`src/rtl/compressor_pkg.sv`:
```
// rtl/compressor_pkg.sv - shared sizing helpers for the pipelined 4:2 compressor tree
package compressor_pkg;

  function automatic bit num_ops_legal(input int num_ops);
    return (num_ops == 4) || (num_ops == 8) || (num_ops == 16) || (num_ops == 32);
  endfunction

  // Each level halves the vector count; the tree stops once two vectors remain.
  function automatic int levels_of(input int num_ops);
    return $clog2(num_ops) - 1;
  endfunction

  function automatic int out_width(input int width, input int num_ops);
    return width + $clog2(num_ops);
  endfunction

endpackage

```
`src/rtl/csa42_row.sv`:
```
// rtl/csa42_row.sv - combinational row of 4:2 compressor cells over W bits
module csa42_row #(
  parameter int W = 19
) (
  input  logic [W-1:0] a_i,
  input  logic [W-1:0] b_i,
  input  logic [W-1:0] c_i,
  input  logic [W-1:0] d_i,
  output logic [W-1:0] sum_o,
  output logic [W-1:0] carry_o
);

  logic [W-1:0] s1;
  logic [W-1:0] cin;
  logic [W-2:0] cout;
  logic [W-2:0] c;

  // cout depends only on a/b/c, so the cin chain never ripples through a cell.
  assign s1   = a_i ^ b_i ^ c_i;
  assign cout = (a_i[W-2:0] & b_i[W-2:0]) | (a_i[W-2:0] & c_i[W-2:0]) | (b_i[W-2:0] & c_i[W-2:0]);
  assign cin  = {cout, 1'b0};

  assign sum_o = s1 ^ d_i ^ cin;
  assign c     = (s1[W-2:0] & d_i[W-2:0]) | (s1[W-2:0] & cin[W-2:0]) | (d_i[W-2:0] & cin[W-2:0]);

  // Top-bit carries fall off the modulo-2^W result.
  assign carry_o = {c, 1'b0};

endmodule

```
`src/rtl/compressor_tree_pipe.sv`:
```
// rtl/compressor_tree_pipe.sv - pipelined 4:2 compressor tree with valid/ready back-pressure
module compressor_tree_pipe
  import compressor_pkg::*;
#(
  parameter int WIDTH   = 16,
  parameter int NUM_OPS = 8,
  parameter int OUT_W   = out_width(WIDTH, NUM_OPS)
) (
  input  logic                     clk,
  input  logic                     rst,
  input  logic                     in_valid,
  output logic                     in_ready,
  input  logic                     in_signed,
  input  logic [NUM_OPS*WIDTH-1:0] in_ops,
  output logic                     out_valid,
  input  logic                     out_ready,
  output logic [OUT_W-1:0]         out_sum,
  output logic [OUT_W-1:0]         out_carry
);

  localparam int LEVELS = levels_of(NUM_OPS);

  if (!num_ops_legal(NUM_OPS)) begin : g_bad_num_ops
    $error("compressor_tree_pipe: NUM_OPS must be 4, 8, 16 or 32");
  end

  logic [NUM_OPS*OUT_W-1:0] ext_ops;

  for (genvar k = 0; k < NUM_OPS; k++) begin : g_ext
    logic [WIDTH-1:0] op;
    assign op = in_ops[k*WIDTH +: WIDTH];
    assign ext_ops[k*OUT_W +: OUT_W] = {{(OUT_W-WIDTH){in_signed & op[WIDTH-1]}}, op};
  end

  // vld[0] is the upstream valid; rdy[LEVELS+1] is the downstream ready.
  logic [LEVELS:0]   vld;
  logic [LEVELS+1:1] rdy;

  assign vld[0]        = in_valid;
  assign rdy[LEVELS+1] = out_ready;

  for (genvar gl = 1; gl <= LEVELS; gl++) begin : g_lvl
    localparam int NIN  = NUM_OPS >> (gl - 1);
    localparam int NOUT = NIN / 2;

    logic [NIN*OUT_W-1:0]  row_in;
    logic [NOUT*OUT_W-1:0] row_out;
    logic [NOUT*OUT_W-1:0] data_d;
    logic [NOUT*OUT_W-1:0] data_q;
    logic                  valid_d;
    logic                  valid_q;

    if (gl == 1) begin : g_src
      assign row_in = ext_ops;
    end else begin : g_src
      assign row_in = g_lvl[gl-1].data_q;
    end

    // Row j folds inputs 4j..4j+3 into outputs 2j (sum) and 2j+1 (carry).
    for (genvar gj = 0; gj < NIN / 4; gj++) begin : g_row
      csa42_row #(
        .W(OUT_W)
      ) u_row (
        .a_i    (row_in[(4*gj+0)*OUT_W +: OUT_W]),
        .b_i    (row_in[(4*gj+1)*OUT_W +: OUT_W]),
        .c_i    (row_in[(4*gj+2)*OUT_W +: OUT_W]),
        .d_i    (row_in[(4*gj+3)*OUT_W +: OUT_W]),
        .sum_o  (row_out[(2*gj+0)*OUT_W +: OUT_W]),
        .carry_o(row_out[(2*gj+1)*OUT_W +: OUT_W])
      );
    end

    assign rdy[gl] = !valid_q || rdy[gl+1];
    assign vld[gl] = valid_q;

    always_comb begin
      valid_d = valid_q;
      data_d  = data_q;
      if (rdy[gl]) begin
        valid_d = vld[gl-1];
        if (vld[gl-1]) begin
          data_d = row_out;
        end
      end
    end

    always_ff @(posedge clk) begin
      if (rst) begin
        valid_q <= 1'b0;
        data_q  <= '0;
      end else begin
        valid_q <= valid_d;
        data_q  <= data_d;
      end
    end
  end

  assign in_ready  = rdy[1];
  assign out_valid = vld[LEVELS];
  assign out_sum   = g_lvl[LEVELS].data_q[OUT_W-1:0];
  assign out_carry = g_lvl[LEVELS].data_q[2*OUT_W-1:OUT_W];

endmodule

```
`config.mk`:
```
export PLATFORM = sky130hd
export DESIGN_NAME = compressor_tree_pipe
export DESIGN_NICKNAME = d
export VERILOG_FILES = /design/src/rtl/compressor_pkg.sv /design/src/rtl/csa42_row.sv /design/src/rtl/compressor_tree_pipe.sv
export SDC_FILE = /design/constraint.sdc
export NUM_CORES = 1
export LEC_CHECK = 0
export BUFFER_PORTS_ARGS = -buffer_cell sky130_fd_sc_hd__buf_2
export CORE_ASPECT_RATIO = 1.1
export CORE_MARGIN = 5
export CORE_UTILIZATION = 47
export DETAILED_ROUTE_END_ITERATION = 8
export PLACE_DENSITY = 0.78
export SETUP_SLACK_MARGIN = 0.3
export SYNTH_ARGS = -nofsm -noshare
export SYNTH_HDL_FRONTEND = slang
export SYNTH_SLANG_ARGS = --single-unit
```
`constraint.sdc`:
```
create_clock -name clk -period 2.15 [get_ports clk]
set_input_delay 0.645 -clock clk [delete_from_list [all_inputs] [get_ports clk]]
set_output_delay 0.645 -clock clk [all_outputs]
set_load 0.005 [all_outputs]
```
### Yosys cells after proc, flatten, opt, wreduce, memory -nomap -nowiden

Cells that the tools add are included.

* word-level logic and storage cells: 60
* bits in registers: 113
* latch bits: 0
* bits of input ports: 133
* memory bits (writable): 0
* memories: 0
* memory bits (read-only): 0

* muxes and demuxes: 0
* div/mod/pow operators: 0
* order comparisons: 0
* equal/unequal tests: 0
* bitwise gates (word level): 50
* shift-type cells: 0
* reduce and logical (&&, ||, !) cells: 6
* add/sub/neg operators: 0
* multipliers: 0

Operator list (count)
* 18-bit AND: 18
* 19-bit bitwise XOR: 12
* 18-bit OR: 12
* 1-bit AND: 8
* 2-bit AND reduction: 2
* 1-bit zero test: 2
* 1-bit logical OR: 2

### Depth between registers and ports, before layout

Gate-level depths: netlist (run 1).

* word-level depth: 7
* mapped depth: 8

### Hierarchy

From an unflattened synthesis (run 1), not the netlist that was laid out.

* cells, all modules: 643
* area total of the unflattened synthesis: 7248.2 µm²

Modules (own cells, without submodules)
* compressor_tree_pipe: instances 1, cells each 520, area each 4954.8 µm²
* csa42_row: instances 3, cells each 41, area each 764.5 µm²

### Worst setup path before layout (run 1)

OpenSTA, ideal clock, no wires.

* kind: input to register
* start: input in_signed
* end: register g_lvl[1].data_q[16]
* setup time: 0.079 ns
* setup slack: -0.133 ns
* cell stages on the path: 7
* data arrival time: 2.204 ns
* data required time: 2.071 ns
* path through: clkbuf_1 nand2_1 fa_1 inv_1 ha_1 xnor2_1 a211oi_2

* cells in the longest elaborated chain, start to end: 5

Ends and longest elaborated chain
* from (decl): line compressor_tree_pipe.sv:13 `input logic in_signed,`
* 1-bit AND: line compressor_tree_pipe.sv:32 `assign ext_ops[k*OUT_W +: OUT_W] = {{(OUT_W-WIDTH){in_signed & op[WIDTH-1]}}, op};`
* 19-bit bitwise XOR (2 in series): line csa42_row.sv:19 `assign s1 = a_i ^ b_i ^ c_i;`
* 19-bit bitwise XOR * (2 in series): line csa42_row.sv:23 `assign sum_o = s1 ^ d_i ^ cin;`
* to (signal assigned): line compressor_tree_pipe.sv:93 `data_q <= data_d;`
* to (decl): line compressor_tree_pipe.sv:49 `logic [NOUT*OUT_W-1:0] data_q;`

Every way passes the cells marked *; elsewhere a longest branch is shown, timed or not.
A chain may end at the register's enable or synchronous reset.

### Worst setup path in the final report (run 1)

* start: input out_ready
* end: output in_ready

* cells in the longest elaborated chain, start to end: 2

Ends and longest elaborated chain
* from (decl): line compressor_tree_pipe.sv:16 `input logic out_ready,`
* 1-bit logical OR (2 in series): line compressor_tree_pipe.sv:73 `assign rdy[gl] = !valid_q || rdy[gl+1];`
* to (decl): line compressor_tree_pipe.sv:12 `output logic in_ready,`

Every way passes these cells.

==> results of run 1 <==
==> critical path, cell delays in order <==
cell and delay [ns]:
buf_2 0.10, nand3b_2 0.24, buf_2 0.16
==> repair_timing <==
item / 4_1_cts / 5_1_grt
pin swaps: 0 / 3
setup buffers: 0 / 0
gates cloned: 0 / 0
gates resized for setup: 1 / 5
endpoints found under the setup margin: 1 / 1
==> layer usage <==
metal  vias to the layer above  part of all wire
met4                         2            0.0052
met5                         -           0.00051
met1                      2203              0.39
li1                       2225                 -
met3                         9             0.061
met2                       108              0.54
==> sequential cells by signal, indices dropped and copies added (netlist names) <==
| name | flops |
|---|---|
| g_lvl.valid_q | 1 |
| g_lvl.data_q | 108 |
| out_valid | 1 |
==> layout make-up <==
class / count / area (um^2)
clock inverters: 7 / 57.6
fillers: 1117 / 5180
well taps: 157 / 196
clock buffers: 9 / 225
flip-flops and latches: 110 / 2200
repair buffers: 180 / 1000
multi-input cells: 454 / 3650
inverters: 6 / 22.5
==> logic make-up after synthesis <==
| family | count (synthesis) |
|---|---|
| AND/OR/NAND/NOR | 232 |
| AO/OA/AOI/OAI | 110 |
| flip-flops | 110 |
| adder cells (fa/ha/maj) | 103 |
| buffers and inverters | 43 |
| XOR/XNOR | 7 |
| other | 1 |
==> cells in the final DEF (no fill, tap or decap) <==
cell / netlist / final
a211oi_1: 2 / 2
a211oi_2: 2 / 2
a21oi_1: 106 / 105
a21oi_2: 0 / 1
and2_1: 1 / 1
and2_4: 1 / 1
buf_12: 0 / 5
buf_2: 18 / 167
buf_4: 3 / 7
buf_6: 2 / 1
clkbuf_16: 0 / 9
clkinv_2: 0 / 1
clkinvlp_4: 0 / 4
conb_1: 1 / 2
dfxtp_1: 110 / 110
fa_1: 98 / 98
ha_1: 5 / 3
ha_4: 0 / 2
inv_1: 6 / 4
inv_2: 0 / 2
inv_8: 0 / 2
nand2_1: 216 / 212
nand2_2: 0 / 2
nand2_4: 0 / 2
nand2b_1: 1 / 1
nand3b_2: 1 / 1
nor2_1: 6 / 6
nor3_1: 6 / 4
nor3_2: 0 / 2
xnor2_1: 5 / 2
xnor2_2: 0 / 3
xnor3_1: 1 / 1
xor2_1: 1 / 1
==> how the worst min path moves through the flow <==
stage | to | cells after the start
final | g_lvl[2].data_q[12] | 2
after global routing | g_lvl[2].data_q[0] | 2
after CTS | g_lvl[2].data_q[12] | 2
after detailed placement | g_lvl[2].data_q[12] | 2
after global placement | g_lvl[2].data_q[3] | 2
after floorplan | g_lvl[1].data_q[38] | 2
==> per-stage QoR <==
step	power (mW)	std cells	instance area, um^2	setup TNS (ns)	util
after floorplan	3.21	607	6070	0	-
after global placement	3.67	907	7050	-0.0238	0.563
after detailed placement	3.72	907	7050	-0.190	0.563
after CTS	5.30	923	7340	0	0.585
after global routing	5.61	923	7360	0	0.587
final	5.24	923	7360	0	0.587
==> power by group <==
group | switching [mW] | internal (mW) | leakage (nW)
registers | 0.130 | 2.23 | 0.902
logic | 0.668 | 0.627 | 2.21
clock network | 0.783 | 0.801 | 0.128
==> metrics.md, run 1 <==
| Metric | Value |
|---|---|
| Max Cap Violations | `0` |
| Clock tree buffer depth | `2` |
| Remaining antenna violation count | `0` |
| Max_slew headroom | `0.477` |
| Main combinational cell family by area after synthesis | `adder cells` |
| Initial antenna violation count | `1` |
| Vias in the first global route | `4787` |
| Grt met3 use | `0.0490` |
| Simple-Gate Fraction of Synth Area | `0.150` |
| Reg2Reg Capture Point | `g_lvl[2].data_q[17]` |
| CP Data Required Time | `1.50 ns` |
| Total CTS buffers | `9` |
| Initial core utilization | `0.477` |
| Seq/Total Area, Yosys | `0.368` |
| Mean post-synth cell area | `9.87 um^2` |
| Post-route setup slack | `0.356 ns` |
| DR vias/cell | `4.93` |
| Netlist cell types | `22` |
| Dpl hpwl | `10700 um` |
| Hold slack | `0.453 ns` |
| Worst-Skew Late Latency | `0.34 ns` |
| Hold_sp | `g_lvl[2].data_q[12]` |
| First-pass GRT wire length | `23100 um` |
| R2R cell count | `4` |
| Post-Synth XOR/XNOR Area | `0.0125` |
| Std cell rows | `43` |
| Number of synthesized flops with an enable pin | `0` |
| Yosys warnings | `0` |
| DRT Pass-1 Iters | `4` |
| Post-route clock skew | `0.00966 ns` |
| Remaining routing DRC violations | `0` |
| Hold-fix buffers, CTS | `0` |
| Synth Cell Area | `5980 um^2` |
| Power Dens Cells | `711 nW/um^2` |
| Crit Path Category | `primary input to output pin` |
| R2R Path Start | `g_lvl[1].data_q[18]` |
| Async set-reset flop share out of synthesis | `0` |
| Crit-path max FO | `4` |
| Placeable core area | `12500 um^2` |
| HP Class | `flip-flop to flip-flop` |
| Multiplexer share of the synthesized area | `0` |
| F_max | `557 MHz` |
| Setup crit end | `in_ready` |
| Synth Area in Compound Gates | `0.0954` |
| #FFs+latches synth | `110` |
| Synth Instances | `606` |
| Final Setup Violations | `0` |
| Top-count cell post-synth | `nand2_1` |
| Met1 Use GR | `0.223` |
| Placement Setup Slack | `-0.0810 ns` |
| IO Port Bufs | `170` |
| Die ar. | `15100 um^2` |
| Ant. Diodes | `0` |
| Final Slew Violations | `0` |
| Post-Synth Adder-Cell Area | `0.338` |
| Synth-to-Final Area Change | `23.0%` |
| Layout cells sized above 1 | `0.279` |
| R2R setup slack | `0.54 ns` |
| Die Ht | `128 um` |
| Arr. time, crit path | `1.15 ns` |
| Drt wl/cell | `14.9 um` |
| Final min period | `1.79 ns` |
| RSZ-0062 raised after global routing | `no` |
| VDD IR max | `0.357 mV` |
| Met2 Usage GRT | `0.351` |
| Busiest metal layer after global routing | `met2` |
| Nets | `997` |
| Largest cells by area after synthesis | `dfxtp_1 (37%), fa_1 (33%), nand2_1 (14%)` |
| Outcome | `completed` |
| DIE WIDTH | `118 um` |
| Grt ovf | `0` |
| DR iter-0 viols | `157` |
| Post-synth top cells | `nand2_1 (216), dfxtp_1 (110), a21oi_1 (106), fa_1 (98), buf_2 (18)` |
| Largest net degree at the start of global routing | `75` |
| Setup crit start kind | `primary input` |
| Final period util | `0.834` |
| Yosys top cell area share | `0.368` |
| Slew @ Worst Pin | `0.785 ns` |
| Io pins | `173` |
| Reg clk slew, reported paths | `0.08 ns` |
| CTS root buffer | `clkbuf_16` |
| GRT Util Overall | `0.188` |
| P_leak | `3.24 nW` |
| Cell accounting for the most synthesized area | `dfxtp_1` |
| Worst setup startpoint | `out_ready` |
| Vias | `4547` |
| Drt total wl | `13700 um` |
| Final Hold Viols | `0` |
| CTS tree | `built` |
| # clock sinks | `110` |
| Worst setup EP type | `output pin` |
| Main flop type after synthesis | `dfxtp_1` |
| GPL Wtd Cong | `0.746` |
| Depth of the CTS H-tree | `3` |
Power figures use the tool's default switching activity.
==> inputs of run 2 (changes only) <==
--- a/config.mk
+++ b/config.mk
@@ -8,9 +8,9 @@
 export BUFFER_PORTS_ARGS = -buffer_cell sky130_fd_sc_hd__buf_2
 export CORE_ASPECT_RATIO = 1.1
 export CORE_MARGIN = 5
-export CORE_UTILIZATION = 47
+export CORE_UTILIZATION = 53
 export DETAILED_ROUTE_END_ITERATION = 8
-export PLACE_DENSITY = 0.78
+export PLACE_DENSITY = 0.83
 export SETUP_SLACK_MARGIN = 0.3
 export SYNTH_ARGS = -nofsm -noshare
 export SYNTH_HDL_FRONTEND = slang
==> constraint.sdc (replaced) <==
create_clock -name clk -period 1.7 [get_ports clk]
set_input_delay 0.51 -clock clk [delete_from_list [all_inputs] [get_ports clk]]
set_output_delay 0.51 -clock clk [all_outputs]
set_load 0.005 [all_outputs]
==> run 2 against run 1 <==
  * Sequential cell count unchanged
  * Combinational power rose by 51%
  * Sequential power grew 28%
  * Worst setup slack lost 0.30 ns
  * Via count is 6.2% higher
  * Sequential share of layout area down 1.8 points
  * First-iteration DRC count increased by 36%
  * Cell count shrank 0.22%
  * Die area is 10% lower
  * Routed wire length is 15% higher
  * Clock-buffer cell count rose by 2
  * Largest cell class unchanged
==> metrics.md, run 2 (same netlist as run 1, synthesis figures left out) <==
| Metric | Value |
|---|---|
| Nets | `1005 (+0.80%)` |
| CTS tree | `built` |
| HP Class | `flip-flop to flip-flop` |
| Initial core utilization | `0.543 (+0.0661)` |
| Die ar. | `13500 um^2 (-10%)` |
| Reg clk slew, reported paths | `0.07 ns (about the same)` |
| P_leak | `3.34 nW (+3.2%)` |
| RSZ-0062 raised after global routing | `yes` |
| Most common cell after layout, fill and taps aside | `nand2_1` |
| Max incr delay on CP | `0.59 ns (+0.35 ns)` |
| GPL Wtd Cong | `0.906 (+22%)` |
| # clock sinks | `110 (unchanged)` |
| Layout cells sized above 1 | `0.491 (+0.212)` |
| Io pins | `173 (unchanged)` |
| Synth-to-Final Area Change | `33.6%` |
| GRT Util Overall | `0.238 (+0.0495)` |
| Placed Instance Area | `7140 um^2 (+1.2%)` |
| # fillers | `752 (-33%)` |
| Std cell rows | `40 (-7.0%)` |
| First-pass GRT wire length | `25700 um (+11%)` |
| Final core occ | `0.726 (+0.139)` |
| Setup tns final | `0 ns (unchanged)` |
| Top reg by flops | `g_lvl.data_q` |
| Setup crit end | `g_lvl[1].data_q[44]` |
| Setup crit start kind | `primary input` |
| Initial antenna violation count | `0 (-1)` |
| Final period util | `0.970` |
| Crit-path cells | `buf_6 > fa_2 > fa_2 > nand2_2 > a21oi_2` |
| Post-route clock skew | `0.00737 ns (-0.00229 ns)` |
| Total power | `7.09 mW (+35%)` |
| IO Port Bufs | `170 (unchanged)` |
| Arr. time, crit path | `1.91 ns (+0.76 ns)` |
| Largest net degree at the start of global routing | `38 (-49%)` |
| Vias | `4827 (+6.2%)` |
| Grt ovf | `0 (unchanged)` |
| Hold-fix buffers, CTS | `0 (unchanged)` |
| Worst setup EP type | `flip-flop` |
| Most frequent cells in the layout | `nand2_1 (193), buf_2 (155), dfxtp_1 (72)` |
| Final Hold Viols | `0 (unchanged)` |
| Placement Setup Slack | `-0.418 ns (-0.337 ns)` |
| Depth of the CTS H-tree | `3 (unchanged)` |
| Non-filler instance count after layout | `921 (-0.22%)` |
| Placeable core area | `11000 um^2 (-12%)` |
| Final Setup Violations | `0 (unchanged)` |
| Drt total wl | `15700 um (+15%)` |
| VDD IR max | `0.453 mV (+27%)` |
| DIE WIDTH | `111 um (-5.3%)` |
| CP Data Required Time | `1.97 ns (+0.47 ns)` |
| Slowest stage cell, crit path | `fa_2` |
| Reg2Reg Capture Point | `g_lvl[2].data_q[5]` |
| R2R Path Start | `g_lvl[1].data_q[43]` |
| CTS root buffer | `clkbuf_16` |
| CP most frequent cell | `fa_2` |
| DR iter-0 viols | `214 (+36%)` |
| Vias in the first global route | `5368 (+12%)` |
| Hold slack | `0.451 ns (-0.00192 ns)` |
| Register area | `2250 um^2 (+2.2%)` |
| Worst setup startpoint | `in_ops[102]` |
| Design area | `7990 um^2 (+8.6%)` |
| Power Dens Cells | `887 nW/um^2 (+25%)` |
| DRT Pass-1 Iters | `4 (unchanged)` |
| F_max | `607 MHz` |
| Hold path depth | `2 (unchanged)` |
| Drt wl/cell | `17.1 um (+15%)` |
| R2R cell count | `4 (unchanged)` |
| Crit Path Category | `primary input to flip-flop` |
| DR vias/cell | `5.24 (+6.4%)` |
| Max Cap Violations | `0 (unchanged)` |
| Total CTS buffers | `9 (unchanged)` |
| Final Slew Violations | `0 (unchanged)` |
| Worst-Skew Late Latency | `0.34 ns (about the same)` |
| Remaining routing DRC violations | `0 (unchanged)` |
| Post-route setup slack | `0.0514 ns (-0.305 ns)` |
| Footprint of the multi-input gates | `4060 um^2 (+11%)` |
| Crit-path max FO | `1 (-3)` |
| Max FFs per register | `108 (unchanged)` |
| Final min period | `1.65 ns` |
| Dpl hpwl | `11200 um (+4.4%)` |
| Placed cells | `897 (-1.1%)` |
| Outcome | `completed` |
| Ant. Diodes | `0 (unchanged)` |
| Die Ht | `121 um (-5.4%)` |
| R2R setup slack | `0.07 ns (-0.47 ns)` |
| Clock tree buffer depth | `2 (unchanged)` |
| Remaining antenna violation count | `0 (unchanged)` |
==> run 2: cell types whose count changed in the layout (fill, tap and decap cells not counted), moves of 10 or more <==
cell / delta
dfxtp_2: +38
dfxtp_1: -38
buf_2: -12
nand2_1: -19
fa_2: +54
nand2_2: +17
fa_1: -54
a21oi_1: -45
a21oi_2: +45
buf_6: +10
==> run 2: worst min-delay path by stage <==
stage	startpoint	end	slack, ns
3_3_place_gp	g_lvl[2].data_q[10]	g_lvl[2].data_q[10]	0.44
6_report	g_lvl[2].data_q[3]	g_lvl[2].data_q[3]	0.45
3_5_place_dp	g_lvl[2].data_q[3]	g_lvl[2].data_q[3]	0.44
4_1_cts	g_lvl[2].data_q[3]	g_lvl[2].data_q[3]	0.45
2_1_floorplan	g_lvl[1].data_q[38]	g_lvl[1].data_q[38]	0.44
5_1_grt	g_lvl[2].data_q[3]	g_lvl[2].data_q[3]	0.47
==> run 2: final cells by class <==
type                            count  share of cell area
Timing Repair Buffer              187               0.147
Inverter                            6             0.00282
Multi-Input combinational cell    455               0.508
Clock inverter                      5             0.00720
Clock buffer                       11              0.0304
Tap cell                          147              0.0230
Sequential cell                   110               0.281
==> run 2: what timing repair did <==
item	4_1_cts	5_1_grt
resized for setup	81	77
pin swaps	41	38
buffers inserted	4	2
cloned	1	1
endpoints found under the setup margin	107	95
==> run 2: report_power, final <==
group	switching [mW]	internal, mW	total [mW]
logic	1.00	0.956	1.96
clock network	0.927	1.19	2.11
registers	0.184	2.84	3.02
==> run 2: worst max-delay path: cells and delay by family <==
family                   cells  cell delay, ns
adder cells (fa/ha/maj)      2            1.07
AO/OA/AOI/OAI                1            0.18
buffers and inverters        1            0.10
AND/OR/NAND/NOR              1            0.06
==> run 2: routing by layer <==
| layer | global-route usage | up-vias | part of all wire |
|---|---|---|---|
| met3 | 0.0489 | 22 | 0.059 |
| li1 | - | 2243 | - |
| met2 | 0.453 | 179 | 0.55 |
| met4 | 0.0798 | 0 | 0.023 |
| met5 | 0 | - | 0 |
| met1 | 0.263 | 2383 | 0.36 |
==> inputs of run 3 (changes only) <==
--- a/config.mk
+++ b/config.mk
@@ -10,7 +10,7 @@
 export CORE_MARGIN = 5
 export CORE_UTILIZATION = 53
 export DETAILED_ROUTE_END_ITERATION = 8
-export PLACE_DENSITY = 0.83
+export PLACE_DENSITY = 0.86
 export SETUP_SLACK_MARGIN = 0.3
 export SYNTH_ARGS = -nofsm -noshare
 export SYNTH_HDL_FRONTEND = slang
==> run 3 against run 2 <==
  * Clock-buffer cell count up 4
  * Highest routed layer is now met5
  * Non-clock buffer count up 4
  * Cell count up 0.43%
  * Fmax down 1.5%
  * Worst hold slack better by 0.0034 ns
  * Register-to-register slack worse by 0.04 ns
  * Global-route usage down 0.43 points
  * Sequential share of layout area down 0.25 points
  * Total power down 0.76%
  * Sequential power about the same
==> metrics.md, run 3 (same netlist as run 1, synthesis figures left out) <==
| Metric | Value |
|---|---|
| Die Ht | `121 um (unchanged)` |
| Total CTS buffers | `9 (unchanged)` |
| Outcome | `completed` |
| Std cell rows | `40 (unchanged)` |
| Post-route clock skew | `0.00831 ns (+0.000941 ns)` |
| Power Dens Cells | `872 nW/um^2 (-1.7%)` |
| Remaining routing DRC violations | `0 (unchanged)` |
| Grt ovf | `0 (unchanged)` |
| Layout cells sized above 1 | `0.479 (-0.0115)` |
| Setup crit start kind | `flip-flop` |
| Nets | `1010 (+0.50%)` |
| Initial core utilization | `0.543 (unchanged)` |
| Io pins | `173 (unchanged)` |
| Slowest stage cell, crit path | `fa_2` |
| Max Cap Violations | `0 (unchanged)` |
| Depth of the CTS H-tree | `3 (unchanged)` |
| Vias | `4917 (+1.9%)` |
| Initial antenna violation count | `1 (+1)` |
| Placed cells | `897 (unchanged)` |
| Reg clk slew, reported paths | `0.07 ns (about the same)` |
| Final Setup Violations | `0 (unchanged)` |
| Max FFs per register | `108 (unchanged)` |
| CP Data Required Time | `1.96 ns (about the same)` |
| Vias in the first global route | `5354 (-0.26%)` |
| Final min period | `1.67 ns (+0.0248 ns)` |
| Die ar. | `13500 um^2 (unchanged)` |
| IO Port Bufs | `170 (unchanged)` |
| Worst-Skew Late Latency | `0.34 ns (about the same)` |
| HP Class | `flip-flop to flip-flop` |
| Clock tree buffer depth | `2 (unchanged)` |
| Crit Path Category | `flip-flop to flip-flop` |
| Post-route setup slack | `0.0266 ns (-0.0248 ns)` |
| Placement Setup Slack | `-0.378 ns (+0.0400 ns)` |
| DR vias/cell | `5.32 (+1.4%)` |
| Non-filler instance count after layout | `925 (+0.43%)` |
| Hold-fix buffers, CTS | `0 (unchanged)` |
| VDD IR max | `0.492 mV (+8.5%)` |
| Total power | `7.04 mW (-0.76%)` |
| Remaining antenna violation count | `0 (unchanged)` |
| Final period util | `0.984 (+0.0146)` |
| Largest net degree at the start of global routing | `61 (+61%)` |
| Final Slew Violations | `0 (unchanged)` |
| F_max | `598 MHz (-1.5%)` |
| Dpl hpwl | `11100 um (-0.52%)` |
| GRT Util Overall | `0.233 (-0.00434)` |
| First-pass GRT wire length | `25200 um (-1.9%)` |
| Ant. Diodes | `0 (unchanged)` |
| CTS root buffer | `clkbuf_16` |
| RSZ-0062 raised after global routing | `yes` |
| DRT Pass-1 Iters | `4 (unchanged)` |
| Crit-path cells | `fa_1 > fa_2 > nand2_1 > a21oi_2` |
| Arr. time, crit path | `1.94 ns (+0.03 ns)` |
| GPL Wtd Cong | `0.876 (-3.3%)` |
| P_leak | `3.38 nW (+1.2%)` |
| Synth-to-Final Area Change | `34.9%` |
| Final Hold Viols | `0 (unchanged)` |
| DIE WIDTH | `111 um (unchanged)` |
| Worst path buffer plus inverter count | `0 (-1)` |
| Top reg by flops | `g_lvl.data_q` |
| Placeable core area | `11000 um^2 (unchanged)` |
| CTS tree | `built` |
| Most frequent cells in the layout | `nand2_1 (199), buf_2 (151), dfxtp_1 (71)` |
| Setup tns final | `0 ns (unchanged)` |
| Crit-path max FO | `2 (+1)` |
| Critical path's top delay family | `adder cells` |
| # clock sinks | `110 (unchanged)` |
| Worst setup EP type | `flip-flop` |
| DR iter-0 viols | `260 (+21%)` |
| Max incr delay on CP | `0.53 ns (-0.06 ns)` |
| Drt wl/cell | `17.7 um (+3.8%)` |
| Most common cell after layout, fill and taps aside | `nand2_1` |
| Drt total wl | `16400 um (+4.3%)` |
| # fillers | `742 (-1.3%)` |
==> run 3: changes by cell type in the layout (fill, tap and decap cells not counted), sizes merged <==
cell	delta
inv	-1
clkinv	-3
clkbuf	+6
buf	+2
bufinv	-1
and2	+1
==> run 3: power breakdown <==
part           switching [mW]  internal, mW
logic                    1.00         0.974
clock network           0.892          1.15
registers               0.182          2.84
==> run 3: what timing repair did <==
item | 4_1_cts | 5_1_grt
buffers inserted | 4 | 3
pin swaps | 46 | 35
cloned | 2 | 4
endpoints found under the setup margin | 108 | 96
resized for setup | 77 | 76
==> run 3: path summary, 6_finish.rpt <==
| path | startpoint | end | slack (ns) | cells after the start |
|---|---|---|---|---|
| max | g_lvl[1].data_q[14] | g_lvl[2].data_q[14] | 0.03 | 4 |
| min reg2reg | g_lvl[2].data_q[1] | g_lvl[2].data_q[1] | 0.45 | 2 |
| min | g_lvl[2].data_q[1] | g_lvl[2].data_q[1] | 0.45 | 2 |
| max reg2reg | g_lvl[1].data_q[14] | g_lvl[2].data_q[14] | 0.03 | 4 |
==> run 3: routing by layer <==
layer	vias to the layer above	GRT usage	wire [um]
met5	-	0	13
met4	2	0.0882	485
met3	41	0.0404	920
met2	171	0.450	9110
met1	2446	0.254	5880
li1	2257	-	-
==> run 3: cell type report <==
class,instances,area (um^2),share of cell area
flip-flops and latches,110,2250,0.279
inverters,6,22.5,0.00279
well taps,147,184,0.0228
clock buffers,15,288,0.0357
multi-input cells,456,4040,0.500
repair buffers,191,1290,0.160
==> run 3: through the flow <==
stage,instance area [um^2],hold WS [ns],utilization
floorplan,6160,0.440,-
global placement,7140,0.442,0.648
detailed placement,7140,0.444,0.648
CTS,7710,0.452,0.700
global route,8070,0.478,0.733
finish,8070,0.455,0.733
==> run 3: worst register-to-register path, cell delays in order, from the launching register on <==
cell and delay (ns):
dfxtp_2 0.33, fa_1 0.49, fa_2 0.54, nand2_1 0.08
a21oi_2 0.17
